===== src/rtl/rst_seq_pkg.sv =====
// Shared definitions for the board reset sequencer: FSM encoding, default
// parameter values and counter-width helpers.
package rst_seq_pkg;

    // Sequencer states; 2'd3 is unused and recovers to S_HOLD.
    typedef enum logic [1:0] {
        S_HOLD = 2'd0,
        S_RUN  = 2'd1,
        S_BTN  = 2'd2,
        S_ILL  = 2'd3
    } state_t;

    localparam int HOLD_CYCLES_DEF     = 16;
    localparam int DEBOUNCE_CYCLES_DEF = 1_000_000;
    localparam int SYNC_STAGES_DEF     = 2;
    localparam int EVT_WIDTH_DEF       = 8;

    // Width of a counter that must reach n-1; never narrower than one bit.
    function automatic int cnt_width(input int n);
        return (n <= 1) ? 1 : $clog2(n);
    endfunction

    localparam int HOLD_W = cnt_width(HOLD_CYCLES_DEF);
    localparam int DEB_W  = cnt_width(DEBOUNCE_CYCLES_DEF);

endpackage


===== src/rtl/rst_sequencer_btn_debounce.sv =====
// Pushbutton conditioner: two-flop synchroniser followed by a debounce
// counter that accepts a new level only after it has been stable long enough.
module btn_debounce
    import rst_seq_pkg::*;
#(
    parameter int DEBOUNCE_CYCLES = DEBOUNCE_CYCLES_DEF
) (
    input  logic clk,
    input  logic a_reset_n,
    input  logic btn_raw,
    output logic btn_stable
);

    localparam int DW = cnt_width(DEBOUNCE_CYCLES);
    localparam logic [DW-1:0] DEB_LAST = DW'(DEBOUNCE_CYCLES - 1);

    logic [1:0]    r_sync;
    logic [DW-1:0] r_deb_cnt;
    logic          r_btn_stable;
    logic          w_btn_s;

    // Bring the asynchronous button into the clk domain.
    always_ff @(posedge clk or posedge a_reset_n) begin
        if (a_reset_n) begin
            r_sync <= 2'b00;
        end else begin
            r_sync <= {r_sync[0], btn_raw};
        end
    end

    assign w_btn_s = r_sync[1];

    // Count consecutive disagreeing samples; any agreeing sample restarts the count.
    always_ff @(posedge clk or posedge a_reset_n) begin
        if (a_reset_n) begin
            r_deb_cnt    <= '0;
            r_btn_stable <= 1'b0;
        end else if (w_btn_s != r_btn_stable) begin
            if (r_deb_cnt == DEB_LAST) begin
                r_btn_stable <= w_btn_s;
                r_deb_cnt    <= '0;
            end else begin
                r_deb_cnt <= r_deb_cnt + DW'(1);
            end
        end else begin
            r_deb_cnt <= '0;
        end
    end

    assign btn_stable = r_btn_stable;

endmodule


===== src/rtl/rst_sequencer.sv =====
// Board-level reset conditioner. rst_out asserts asynchronously with
// a_reset_n, is stretched by the hold sequence, and always releases
// synchronously through a shift register. Debounced button presses force a
// fresh reset sequence and are counted for debug.
module rst_sequencer
    import rst_seq_pkg::*;
#(
    parameter int HOLD_CYCLES     = HOLD_CYCLES_DEF,
    parameter int DEBOUNCE_CYCLES = DEBOUNCE_CYCLES_DEF,
    parameter int SYNC_STAGES     = SYNC_STAGES_DEF,
    parameter int EVT_WIDTH       = EVT_WIDTH_DEF
) (
    input  logic                 clk,
    input  logic                 a_reset_n,
    input  logic                 btn_raw,
    output logic                 rst_out,
    output logic                 rst_release,
    output logic [EVT_WIDTH-1:0] btn_evt_cnt,
    output logic [1:0]           state_dbg
);

    localparam int HW = cnt_width(HOLD_CYCLES);
    localparam logic [HW-1:0] HOLD_LAST = HW'(HOLD_CYCLES - 1);

    state_t                 r_state;
    state_t                 w_state_nxt;
    logic [HW-1:0]          r_hold_cnt;
    logic [HW-1:0]          w_hold_cnt_nxt;
    logic [SYNC_STAGES-1:0] r_rel_sr;
    logic                   r_release;
    logic [EVT_WIDTH-1:0]   r_evt_cnt;
    logic                   w_btn_stable;
    logic                   w_evt_inc;
    logic                   w_not_run;

    btn_debounce #(
        .DEBOUNCE_CYCLES(DEBOUNCE_CYCLES)
    ) u_btn_debounce (
        .clk       (clk),
        .a_reset_n (a_reset_n),
        .btn_raw   (btn_raw),
        .btn_stable(w_btn_stable)
    );

    // FSM state register.
    always_ff @(posedge clk or posedge a_reset_n) begin
        if (a_reset_n) begin
            r_state <= S_HOLD;
        end else begin
            r_state <= w_state_nxt;
        end
    end

    // Next state and next hold count; a held button always wins over hold expiry.
    always_comb begin
        w_state_nxt    = S_HOLD;
        w_hold_cnt_nxt = '0;
        case (r_state)
            S_HOLD: begin
                if (w_btn_stable) begin
                    w_state_nxt = S_BTN;
                end else if (r_hold_cnt == HOLD_LAST) begin
                    w_state_nxt = S_RUN;
                end else begin
                    w_state_nxt    = S_HOLD;
                    w_hold_cnt_nxt = r_hold_cnt + HW'(1);
                end
            end
            S_RUN: begin
                if (w_btn_stable) begin
                    w_state_nxt = S_BTN;
                end else begin
                    w_state_nxt = S_RUN;
                end
            end
            S_BTN: begin
                if (w_btn_stable) begin
                    w_state_nxt = S_BTN;
                end else begin
                    w_state_nxt = S_HOLD;
                end
            end
            default: begin
                w_state_nxt = S_HOLD;
            end
        endcase
    end

    // FSM outputs: button-reset strobe and the reset request fed to the release chain.
    always_comb begin
        w_evt_inc = 1'b0;
        w_not_run = 1'b1;
        case (r_state)
            S_RUN: begin
                w_evt_inc = w_btn_stable;
                w_not_run = 1'b0;
            end
            default: begin
                w_evt_inc = 1'b0;
                w_not_run = 1'b1;
            end
        endcase
    end

    // Hold counter register.
    always_ff @(posedge clk or posedge a_reset_n) begin
        if (a_reset_n) begin
            r_hold_cnt <= '0;
        end else begin
            r_hold_cnt <= w_hold_cnt_nxt;
        end
    end

    // Release chain: set asynchronously, cleared only by shifting zeros in from clk.
    always_ff @(posedge clk or posedge a_reset_n) begin
        if (a_reset_n) begin
            r_rel_sr <= '1;
        end else begin
            r_rel_sr <= {r_rel_sr[SYNC_STAGES-2:0], w_not_run};
        end
    end

    // One-cycle pulse coinciding with the first cycle rst_out reads low.
    always_ff @(posedge clk or posedge a_reset_n) begin
        if (a_reset_n) begin
            r_release <= 1'b0;
        end else begin
            r_release <= ~r_rel_sr[SYNC_STAGES-2] & r_rel_sr[SYNC_STAGES-1];
        end
    end

    // Saturating count of accepted button resets.
    always_ff @(posedge clk or posedge a_reset_n) begin
        if (a_reset_n) begin
            r_evt_cnt <= '0;
        end else if (w_evt_inc && (r_evt_cnt != {EVT_WIDTH{1'b1}})) begin
            r_evt_cnt <= r_evt_cnt + EVT_WIDTH'(1);
        end else begin
            r_evt_cnt <= r_evt_cnt;
        end
    end

    assign rst_out     = r_rel_sr[SYNC_STAGES-1];
    assign rst_release = r_release;
    assign btn_evt_cnt = r_evt_cnt;
    assign state_dbg   = r_state;

endmodule


===== config.mk =====
export PLATFORM = sky130hd
export DESIGN_NAME = rst_sequencer
export DESIGN_NICKNAME = d
export VERILOG_FILES = /design/src/rtl/rst_seq_pkg.sv /design/src/rtl/rst_sequencer_btn_debounce.sv /design/src/rtl/rst_sequencer.sv
export SDC_FILE = /design/constraint.sdc
export NUM_CORES = 1
export LEC_CHECK = 0
export CAP_MARGIN = 20
export CORE_AREA = 10 10 69 71
export DETAILED_ROUTE_END_ITERATION = 6
export DIE_AREA = 0 0 79 81
export PLACE_DENSITY = 0.84
export SKIP_CTS_REPAIR_TIMING = 1
export SYNTH_ARGS = -nofsm -noshare
export SYNTH_HDL_FRONTEND = slang
export SYNTH_SLANG_ARGS = --single-unit

===== constraint.sdc =====
create_clock -name clk -period 2 [get_ports clk]
set_input_delay 0.4 -clock clk [delete_from_list [all_inputs] [get_ports clk]]
set_output_delay 0.4 -clock clk [all_outputs]
set_load 0.02 [all_outputs]

==> run metrics <==
Max Freq 0.530 GHz; Nets 197; Final ANT Viol Nets 0; clk_lat worst skew 360 ps; Clk pwr share 38.1%; P&R area growth vs syn 17.5%; first-pass GRT wire length 5.71 mm; Setup Total Neg Slack 0 ps; top cell type's share of synthesized area 52.9%; Clock Skew 17.8 ps; Pre-Repair DR Iteration Count 4; HPWL Detailed 2.26 mm; Synth Flop Type dfrtp_1; vias in the first global route 1270; CTS Buf Count 5; Max Slew Vio Count 0; row count 22; CP cell instances ha_1, and4_2, nand4_1, or4_1, a21oi_1; synthesized area 0.00180 sq mm; Die Footprint 0.00640 sq mm; WP buf/inv 0; max_cap viols 0; RSZ-0062 raised after global routing no; Starting Density 51.0%; Synth area leaders dfrtp_1 (53%), xor2_1 (5.8%), nor2_1 (4.0%); area leader, netlist dfrtp_1; final setup vio count 0; Yosys warning count 0; run status completed; maximum vdd drop 0.405 mV; die width 79 microns; Die Y 81 microns; Post-route DRC 0; boundary pin count 15; clock period minus worst slack 1890 ps; drt via density 5.39; ys async rst share 100%; routed wire length 3.20 mm; clock-pin slew on the worst setup and hold paths 120 ps; required time of the critical path 2290 ps; flops & latches, synth 40; H-tree levels 2; Seq/Total Area, Yosys 55.8%; Post-synth EDFFs 0; Critical Path Slowest Stage Cell or4_1; startpoint types register; ant diodes 0; initial antenna violation count 0; leak pwr 0.922 nW; critical path capture point type register; Crit Path Max Fanout 7; sw frac 21.7%; Avg Inst Size Synth 10.8 sq um; Seq pwr share 59.1%; largest net degree at the start of global routing 41; Logic pwr share 2.8%; switching power 0.301 mW; number of fill cells 314; delay-heaviest family, CP simple AND/OR/NAND/NOR gates; measured slew at the worst slew-check pin 472 ps; initial DRC count 120; root buffer cell clkbuf_4; WL/cell 13.4 microns; clk buf depth 2; grt ovf 0; DR vias 1294; Internal 1.09 mW; Final Hold Fails 0; routability cong. 0.811; Synth cell types 34; Net Count, Synth 173; All-Layer GR Usage 11.1%; TritonCTS Sinks 40; slew margin rel. 68.6%; Inst Count DP 232; Port Buf Inserts 14; Mapped Cells 167; CTS tree built; power density cells 659 mW/mm^2; layout cells sized above 1 12.5%; critical path data arrival time 2180 ps; HP Class reg -> reg; slowest stage delay, CP 540 ps; Post-Layout Cell Count 240; critical path type reg -> reg; Core Region 0.00352 sq mm; Tcrit/Tclk final 94.3%
## cell type report
cell class / count / area [sq um] / area share (%)
Multi-Input combinational cell: 116 / 752 / 35.6
Clock buffer: 5 / 37.5 / 1.78
Tap cell: 48 / 60.1 / 2.85
Clock inverter: 3 / 42.5 / 2.02
Timing Repair Buffer: 20 / 185 / 8.77
Inverter: 8 / 30.0 / 1.42
Sequential cell: 40 / 1000 / 47.5
## path summary, 6_finish.rpt
kind	end	slack, ps	startpoint	depth (start not counted)
max reg2reg	u_btn_debounce.r_deb_cnt[18]	110	u_btn_debounce.r_deb_cnt[0]	5
min reg2reg	u_btn_debounce.r_sync[1]	370	u_btn_debounce.r_sync[0]	0
min in group asynchronous	u_btn_debounce.r_deb_cnt[5]	440	a_reset_n	3
max in group asynchronous	r_rel_sr[0]	1190	a_reset_n	3
min	u_btn_debounce.r_sync[1]	370	u_btn_debounce.r_sync[0]	0
max	u_btn_debounce.r_deb_cnt[18]	110	u_btn_debounce.r_deb_cnt[0]	5
## power by group through the flow
stage,Sequential [mW],Combinational (mW),Clock [mW]
global route,0.823,0.0465,0.582
floorplan,0.836,0.0269,0
CTS,0.822,0.0414,0.545
global placement,0.837,0.0413,0
detailed placement,0.838,0.0411,0
finish,0.822,0.0393,0.529
## worst register-to-register path, cell delays in order, from the launching register on
cell and delay [ps]:
dfrtp_1 420, ha_1 220, and4_2 240, nand4_1 250
or4_1 540, a21oi_1 150
## registers in the layout, indices dropped and copies added (netlist names)
signal and count:
r_rel_sr 2, state_dbg 2, btn_evt_cnt 8, u_btn_debounce.r_deb_cnt 20, u_btn_debounce.btn_stable 1, r_hold_cnt 4
u_btn_debounce.r_sync 2, rst_release 1
## cell usage after synthesis (all sizes together) (2+ instances only)
library cell and count:
nor3 4, a311oi 2, or4 3, nor2b 2
inv 8, ha 3, or3 6, dfstp 2
and2 2, nor4 2, a21oi 7, buf 3
nand4 6, nor2 19, a21o 2, mux2 2
nand3 11, xnor2 8, a31oi 2, and4 3
dfrtp 38, o21ai 5, o31ai 2, xor2 12
nand2 8
## per-layer routing
metal,routed length [microns],up-vias,global-route usage (%),part of all wire (%)
li1,-,638,-,-
met1,1520,618,13.3,48
met2,1420,31,16.8,44
met3,188,7,4.75,5.9
met4,68,0,5.73,2.1
met5,0,-,0,0
## cell usage in the layout, fill, tap and decap left out, types with 3 or more instances in the layout
cell and count:
clkdlybuf4s50_1 14, nand4_1 6, ha_1 3, inv_1 8, clkbuf_4 5, or3_1 6, nor2_1 19, dfrtp_1 38
xnor2_1 8, a21oi_1 6, buf_4 6, xor2_1 12, nand2_1 8, nand3_1 11, o21ai_0 5, nor3_1 4
## cells by family (layout without fill, tap and decap cells)
logic type / count (synthesis) / after routing / share of synthesized area [%]
buf+inv: 11 / 36 / 2.51
compound gates: 22 / 22 / 7.80
mux: 2 / 2 / 1.25
flops: 40 / 40 / 55.8
simple gates: 69 / 69 / 20.8
xor+xnor: 20 / 20 / 9.75
fa+ha+maj: 3 / 3 / 2.09
## metrics by stage
stage | util, % | worst slack [ps] | power (mW) | hold WS, ps | cell area [sq um]
after floorplan | - | 153 | 0.863 | 331 | 1800
after global placement | 57.5 | 110 | 0.878 | 334 | 2030
after detailed placement | 57.5 | 84.9 | 0.879 | 345 | 2030
after CTS | 59.8 | 55.7 | 1.41 | 374 | 2110
after global routing | 59.9 | 4.09 | 1.45 | 383 | 2110
final | 59.9 | 114 | 1.39 | 366 | 2110
Power figures use the tool's default switching activity.
